<file path="src/rtl/riscv_dcache.sv">
// Direct-mapped, write-back, write-allocate data cache for the MEM stage.
// One word per line; misses stall the pipeline while a req/ack handshake runs to backing memory.
module riscv_dcache #(
  parameter int ADDR_W = 32,
  parameter int DATA_W = 32,
  parameter int LINES  = 4,
  parameter int CNT_W  = 32
) (
  input  logic                  clk,
  input  logic                  reset,
  input  logic                  req_valid,
  input  logic                  req_we,
  input  logic [ADDR_W-1:0]     req_addr,
  input  logic [DATA_W-1:0]     req_wdata,
  input  logic [DATA_W/8-1:0]   req_wstrb,
  output logic [DATA_W-1:0]     rdata,
  output logic                  stall,
  input  logic                  flush_req,
  output logic                  flush_done,
  output logic                  mem_req,
  output logic                  mem_we,
  output logic [ADDR_W-1:0]     mem_addr,
  output logic [DATA_W-1:0]     mem_wdata,
  input  logic [DATA_W-1:0]     mem_rdata,
  input  logic                  mem_ack,
  output logic [CNT_W-1:0]      hit_count,
  output logic [CNT_W-1:0]      miss_count
);

  localparam int IDX_W  = $clog2(LINES);
  localparam int TAG_W  = ADDR_W - IDX_W - 2;
  localparam int STRB_W = DATA_W / 8;
  localparam logic [IDX_W-1:0] LAST_IDX = IDX_W'(LINES - 1);

  typedef enum logic [1:0] {
    S_IDLE,
    S_WRITEBACK,
    S_REFILL,
    S_FLUSH
  } state_t;

  state_t              state_q, state_d;
  logic [IDX_W-1:0]    ptr_q, ptr_d;
  logic [IDX_W-1:0]    miss_idx_q, miss_idx_d;
  logic [TAG_W-1:0]    miss_tag_q, miss_tag_d;
  logic [LINES-1:0]    valid_q, valid_d;
  logic [LINES-1:0]    dirty_q, dirty_d;
  logic [CNT_W-1:0]    hit_cnt_q, hit_cnt_d;
  logic [CNT_W-1:0]    miss_cnt_q, miss_cnt_d;

  logic [TAG_W-1:0]    tag_q  [LINES];
  logic [DATA_W-1:0]   data_q [LINES];
  logic                line_we;
  logic [IDX_W-1:0]    line_idx;
  logic [TAG_W-1:0]    tag_d;
  logic [DATA_W-1:0]   data_d;

  logic [IDX_W-1:0]    req_idx;
  logic [TAG_W-1:0]    req_tag;
  logic                hit;
  logic                miss;
  logic                unused_addr_lsbs;

  function automatic logic [DATA_W-1:0] merge_bytes(
    input logic [DATA_W-1:0] old_w,
    input logic [DATA_W-1:0] new_w,
    input logic [STRB_W-1:0] strb
  );
    logic [DATA_W-1:0] res;
    res = old_w;
    for (int b = 0; b < STRB_W; b++) begin
      if (strb[b]) res[b*8 +: 8] = new_w[b*8 +: 8];
    end
    return res;
  endfunction

  assign req_idx          = req_addr[IDX_W+1:2];
  assign req_tag          = req_addr[ADDR_W-1:IDX_W+2];
  assign unused_addr_lsbs = ^req_addr[1:0];
  assign hit              = req_valid & valid_q[req_idx] & (tag_q[req_idx] == req_tag);
  assign miss             = req_valid & ~hit;

  assign rdata      = data_q[req_idx];
  assign hit_count  = hit_cnt_q;
  assign miss_count = miss_cnt_q;

  always_comb begin
    state_d    = state_q;
    ptr_d      = ptr_q;
    miss_idx_d = miss_idx_q;
    miss_tag_d = miss_tag_q;
    valid_d    = valid_q;
    dirty_d    = dirty_q;
    hit_cnt_d  = hit_cnt_q;
    miss_cnt_d = miss_cnt_q;
    line_we    = 1'b0;
    line_idx   = req_idx;
    tag_d      = req_tag;
    data_d     = merge_bytes(data_q[req_idx], req_wdata, req_wstrb);
    mem_req    = 1'b0;
    mem_we     = 1'b0;
    mem_addr   = '0;
    mem_wdata  = '0;
    flush_done = 1'b0;
    stall      = (state_q != S_IDLE) | miss;

    case (state_q)
      S_IDLE: begin
        if (miss) begin
          miss_idx_d = req_idx;
          miss_tag_d = req_tag;
          miss_cnt_d = miss_cnt_q + CNT_W'(1);
          state_d    = (valid_q[req_idx] & dirty_q[req_idx]) ? S_WRITEBACK : S_REFILL;
        end else begin
          if (hit) begin
            hit_cnt_d = hit_cnt_q + CNT_W'(1);
            if (req_we) begin
              line_we          = 1'b1;
              dirty_d[req_idx] = 1'b1;
            end
          end
          if (flush_req) begin
            state_d = S_FLUSH;
            ptr_d   = '0;
          end
        end
      end

      // Victim address and data come from the stored line, so they hold until ack.
      S_WRITEBACK: begin
        mem_req   = 1'b1;
        mem_we    = 1'b1;
        mem_addr  = {tag_q[miss_idx_q], miss_idx_q, 2'b00};
        mem_wdata = data_q[miss_idx_q];
        if (mem_ack) begin
          dirty_d[miss_idx_q] = 1'b0;
          state_d             = S_REFILL;
        end
      end

      S_REFILL: begin
        mem_req  = 1'b1;
        mem_addr = {miss_tag_q, miss_idx_q, 2'b00};
        if (mem_ack) begin
          line_we             = 1'b1;
          line_idx            = miss_idx_q;
          tag_d               = miss_tag_q;
          data_d              = mem_rdata;
          valid_d[miss_idx_q] = 1'b1;
          dirty_d[miss_idx_q] = 1'b0;
          state_d             = S_IDLE;
        end
      end

      // A dirty line is written back first; the following cycle sees it clean and advances.
      S_FLUSH: begin
        if (valid_q[ptr_q] & dirty_q[ptr_q]) begin
          mem_req   = 1'b1;
          mem_we    = 1'b1;
          mem_addr  = {tag_q[ptr_q], ptr_q, 2'b00};
          mem_wdata = data_q[ptr_q];
          if (mem_ack) dirty_d[ptr_q] = 1'b0;
        end else if (ptr_q == LAST_IDX) begin
          flush_done = 1'b1;
          ptr_d      = '0;
          state_d    = S_IDLE;
        end else begin
          ptr_d = ptr_q + IDX_W'(1);
        end
      end

      default: state_d = S_IDLE;
    endcase
  end

  always_ff @(posedge clk) begin
    if (reset) begin
      state_q    <= S_IDLE;
      ptr_q      <= '0;
      valid_q    <= '0;
      dirty_q    <= '0;
      hit_cnt_q  <= '0;
      miss_cnt_q <= '0;
    end else begin
      state_q    <= state_d;
      ptr_q      <= ptr_d;
      valid_q    <= valid_d;
      dirty_q    <= dirty_d;
      hit_cnt_q  <= hit_cnt_d;
      miss_cnt_q <= miss_cnt_d;
    end
  end

  always_ff @(posedge clk) begin
    miss_idx_q <= miss_idx_d;
    miss_tag_q <= miss_tag_d;
    if (line_we) begin
      tag_q[line_idx]  <= tag_d;
      data_q[line_idx] <= data_d;
    end
  end

endmodule
</file>
<file path="config.mk">
export PLATFORM = sky130hd
export DESIGN_NAME = riscv_dcache
export DESIGN_NICKNAME = d
export VERILOG_FILES = /design/src/rtl/riscv_dcache.sv
export SDC_FILE = /design/constraint.sdc
export NUM_CORES = 1
export LEC_CHECK = 0
export ABC_AREA = 1
export BUFFER_PORTS_ARGS = -buffer_cell sky130_fd_sc_hd__buf_4
export CAP_MARGIN = 20
export CORE_UTILIZATION = 34
export CTS_CLUSTER_SIZE = 14
export DETAILED_ROUTE_END_ITERATION = 6
export SLEW_MARGIN = 20
export SYNTH_ARGS = -nofsm -noshare
export SYNTH_HDL_FRONTEND = slang
export SYNTH_SLANG_ARGS = --single-unit
</file>
<file path="constraint.sdc">
create_clock -name clk -period 5 [get_ports clk]
set_input_delay 0.25 -clock clk [delete_from_list [all_inputs] [get_ports clk]]
set_output_delay 0.25 -clock clk [all_outputs]
set_load 0.05 [all_outputs]
</file>
Word level (Yosys, flattened, before mapping)
Memories as Yosys holds them, arrays and structs flattened. A register that Yosys moved wholly into a read port is not among the register bits.
Index checks and enable logic that the tools add are counted.
- add/subtract/negate cells: 3
- order comparisons: 6
- equal/unequal tests: 17
- multiplexer cells: 67
- bitwise operators: 14
- reductions and logical operators: 13
- operator list (kind ; count):
    two-way mux 32 bit ; 4
    one-hot mux 32 bit (3 select lines) ; 1
    adder 32 x 1 -> 32 bit, second input constant ; 2
    one-hot mux 32 bit (2 select lines) ; 1
    two-way mux 28 bit ; 2
    two-way mux 2 bit ; 19
    two-way mux 8 bit ; 4
    equality test 28 bit ; 1
    two-way mux 4 bit ; 6
    inequality test 2 bit, second input constant ; 10
    two-way mux 1 bit ; 17
    one-hot mux 4 bit (3 select lines) ; 1
    < comparator 2 x 3 -> 1 bit, second input constant ; 3
    AND 4 bit ; 2
    binary-select mux 1 bit (select 2 bit) ; 4
    NOT 4 bit ; 2
    bitwise OR 4 bit ; 2
    one-hot mux 2 bit (4 select lines) ; 1
    demux 1 bit (select 2 bit) ; 3
    equality test 2 bit, second input constant ; 3
    greater-or-equal comparator 2 x 1 -> 1 bit, second input constant ; 3
    one-hot mux 1 bit (2 select lines) ; 3
    AND reduction 6 bit ; 1
    AND 1 bit ; 5
    other kinds (15) ; 20
- bits in registers: 106
- RAM bits: 240
- input port bits: 106
- output and inout bits: 164
- logic and storage cells: 130
- memories: 2
- memories (name ; depth ; bits a word ; read ports ; clocked after memory_dff ; wr ports ; RTL line ; source):
    data_q ; 4 ; 32 ; 3 ; 2 ; 1 ; 52 ; logic [DATA_W-1:0] data_q [LINES];
    tag_q ; 4 ; 28 ; 3 ; 2 ; 1 ; 51 ; logic [TAG_W-1:0] tag_q [LINES];

Logic depth before layout (Yosys ltp)
- word-level depth: 10
- gate-level depth with buffers: 21
- gate-level depth less buffers: 19

Worst setup path before layout
Ideal clock, no wire load.
- path type: input-to-reg
- from: in req_addr[2]
- to: mem data_q[2][0] (enable)
- data arrival time: 4.657 ns
- data required time: 4.502 ns
- setup slack: -0.156 ns
- cell stages on the path: 14
- buffers on the path: 3
- cell sequence: buf_6 -> buf_4 -> nor2_1 -> a21oi_1 -> nand3_1 -> nand2_1 -> nor2_1 -> nand2_1 -> nor2_2 -> nand2_4 -> nor2_8 -> buf_6 -> nand2_1 -> a21oi_1
- cells in the longest elaborated chain, start to end: 10
- elaborated cells between the ends (all ways): 15
- classes of those cells: 1 x eq/ne; 9 x mux; 4 x bitwise; 1 x memory
- RTL lines (what ; RTL line ; source):
    start, declared ; 13 ; input logic [ADDR_W-1:0] req_addr,
    parallel branches: the longest is 10 deep, another holds memory read (4 x 28 bit) ; -- ;
    end, declared ; 52 ;
Several ways; the timed one is not identified. The select of a mux whose other input is x is not followed.

Final worst setup path
- from: reg state_q[0]
- to: mem data_q[2][18] (data pin)
- cells in the longest elaborated chain, start to end: 2
- RTL lines (what ; RTL line ; source):
    start, declared ; 42 ; state_t state_q, state_d;
    start signal, assigned ; 185 ; state_q <= state_d;
    equality test 2 bit ; 107 ; case (state_q)
    two-way mux 32 bit ; 107 ;
    net data_d[18] ; 56 ; logic [DATA_W-1:0] data_d;
The timed path passes the listed nets, and every way through them passes these cells.

==> reports/results.ini <==
[outcome]
status = complete, no violations

[final_layout]
final_util = 0.413
antennaDiodeCount = 0
final-seq-area_mm2 = 0.00972
nNetsFinal = 3031
fill_cells = 6079
drive_gt1_frac = 0.133
area_growth_pct = 20.4
finalNonFillerCells = 3728
multiInputGateArea_mm2 = 0.00939

[timing]
finalHoldViolations = 0
drv_slew = 0
maxSlewHeadroom = 0.270
tns_ns = 0
tightest_slew_ns = 1.09
min_period_ns = 4.01
setup_viol = 0
worst_slack_ns = 0.991
clock_skew_ns = 0.0295
max_freq_mhz = 249
rsz0062_at_grt = false
fin_crit_sh = 0.802

[routing]
wl_met2_um = 33600
routed_wl_um = 72300
initialDrtViolationCount = 1774
wl_met3_um = 5920
vias_per_cell = 5.30
drc = 0
drtAntennaViolNets = 0
first_pass_iters = 6
top_layer = met5
via_count = 19774
wl_met1_um = 30700
wl_per_cell_um = 19.4

[critical_path]
crit_arrival_ns = 4.19
required_ns = 5.18
cp_top_family = buffers and inverters
path_class = flip-flop to flip-flop
critPathMaxFanout = 81
end_kind = flip-flop
cpMostUsedCell = buf_4
critPathBufInv = 4
max_stage_delay_ns = 0.83
slowest_stage = buf_4
path_cells = inv_1 > ha_1 > buf_4 > nand2_2 > inv_4 > buf_4 > o21ai_0
start_kind = flip-flop

[clock_tree]
path_clk_slew_ns = 0.06
cts_setup_buffers = 0
tritoncts = yes
clk_latency_ns = 0.58
max-clock-path-buffers = 3
cts_buffers = 41
clock_sinks = 350
ctsRootBufferMaster = clkbuf_16
cts_resized = 0
htreeDepth = 2

[yosys]
synth_area_per_cell_um2 = 7.61
synth_seq_cells = 350
synth_cell_types = 47
synth_edf_count = 270
synth-main-ff-cell = edfxtp_1
yosys.area.top_type = edfxtp_1
synthTopCellsByCount = nand2_1 (703), o21ai_0 (386), a21oi_1 (343), edfxtp_1 (270), inv_1 (232)
synth_top_area_share = 0.392
synthTopCellsByArea = edfxtp_1 (39%), nand2_1 (13%), o21ai_0 (9.3%), a21oi_1 (8.3%), dfxtp_1 (7.8%)
synth.most_common_cell = nand2_1
syn_inst = 2714
yosysWarnings = 0
yosysSeqAreaShare = 0.470
syn_area_mm2 = 0.0207
async_reset_ff_frac = 0

[grt]
grt_pass1_wl_um = 109000
grt_usage = 0.227
grt_max_degree = 96
grt_pass1_vias = 18588
antenna_found_initial = 2
gr-total-overflow = 0

[pwr]
total_power_mw = 11.5
pwr_density_cell_mw_per_mm2 = 464
p_leak_nw = 9.86
peakVddDrop_mv = 0.255

[min_path]
hold_path_class = primary input to flip-flop

[placement]
placed_cells = 3625
port_buffers = 265
place_congestion = 0.870
dp_slack_ns = 1.01
dpl.hpwl_um = 43900

[flow_run]
timing.max_cap.violations = 0

[die]
start_util = 0.343
coreArea_mm2 = 0.0602
die_h_um = 249
io-pin-count = 270
fp.dieW_um = 249
rows = 90
dieArea_mm2 = 0.0618

state kept, by name, summed over array words and instances, names as in the netlist, named ones only:
| register | cells |
|---|---|
| tag_q | 112 |
| data_q | 128 |
| ptr_q | 2 |
| dirty_q | 4 |
| miss_idx_q | 2 |
| valid_q | 4 |
| miss_tag_q | 28 |
| miss_count | 32 |
| state_q | 2 |
| hit_count | 32 |
logic make-up (layout without fill, tap and decap cells):
logic type               after synthesis  count (layout)  share of synthesized area
AND/OR/NAND/NOR                     1062            1062                      0.208
AO/OA/AOI/OAI                        835             835                      0.216
buffers and inverters                408             639                     0.0792
flip-flops                           350             350                      0.470
XOR/XNOR                              47              47                     0.0199
adder cells (fa/ha/maj)               11              11                    0.00666
other                                  1               2                   0.000181
area by class of cell:
cell class	instances	share of cell area
clock buffers	54	0.0440
flip-flops and latches	350	0.391
clock inverters	21	0.00955
multi-input cells	1957	0.377
well taps	782	0.0393
inverters	239	0.0364
repair buffers	325	0.103
where the power goes:
| part | internal (mW) | switching [mW] |
|---|---|---|
| logic | 1.27 | 3.31 |
| clock network | 1.80 | 1.23 |
| registers | 3.54 | 0.389 |
cells in the final DEF (no fill, tap or decap), types with 9 or more instances in the layout:
master	count
nand2_1	702
clkbuf_1	11
nand3_1	49
clkinv_1	9
clkbuf_16	41
xnor2_1	12
o21ai_0	386
a22oi_1	32
a21oi_1	339
nand4_1	18
a221oi_1	10
o21a_1	9
a22o_1	22
edfxtp_1	270
nor2_1	206
dfxtp_1	76
a31oi_1	12
inv_1	229
xor2_1	35
or2_2	10
dlygate4sd3_1	28
nor3_1	34
buf_4	293
nor4_1	12
ha_1	10
routing by layer:
layer | global-route usage | vias up
met5 | 0 | -
met4 | 0.0788 | 4
met3 | 0.0472 | 134
met2 | 0.371 | 828
met1 | 0.297 | 9200
li1 | - | 9608
tightest hold or removal path, stage by stage:
cell and delay [ns]:
buf_4 0.08, nand2_1 0.04, o21ai_0 0.14
timing repair:
| item | in CTS | in global routing |
|---|---|---|
| hold endpoints to repair | 28 | 0 |
| hold buffers | 28 | 0 |
| endpoints found under the setup margin | 0 | 0 |
through the flow:
step                      area [um2]  hold slack (ns)
after floorplan                20700            0.349
after global placement         23300            0.451
after detailed placement       23300            0.448
after CTS                      24900           0.0581
after global routing           24900           0.0925
final                          24900           0.0911
final timing paths:
kind / endpoint / slack, ns / depth (start not counted) / startpoint
setup / recovery: data_q[2][18] / 0.99 / 7 / state_q[0]
hold / removal: data_q[3][13] / 0.09 / 3 / mem_rdata[13]
setup reg to reg: data_q[2][18] / 0.99 / 7 / state_q[0]
hold reg to reg: dirty_q[0] / 0.48 / 2 / dirty_q[0]
Power figures use the tool's default switching activity.
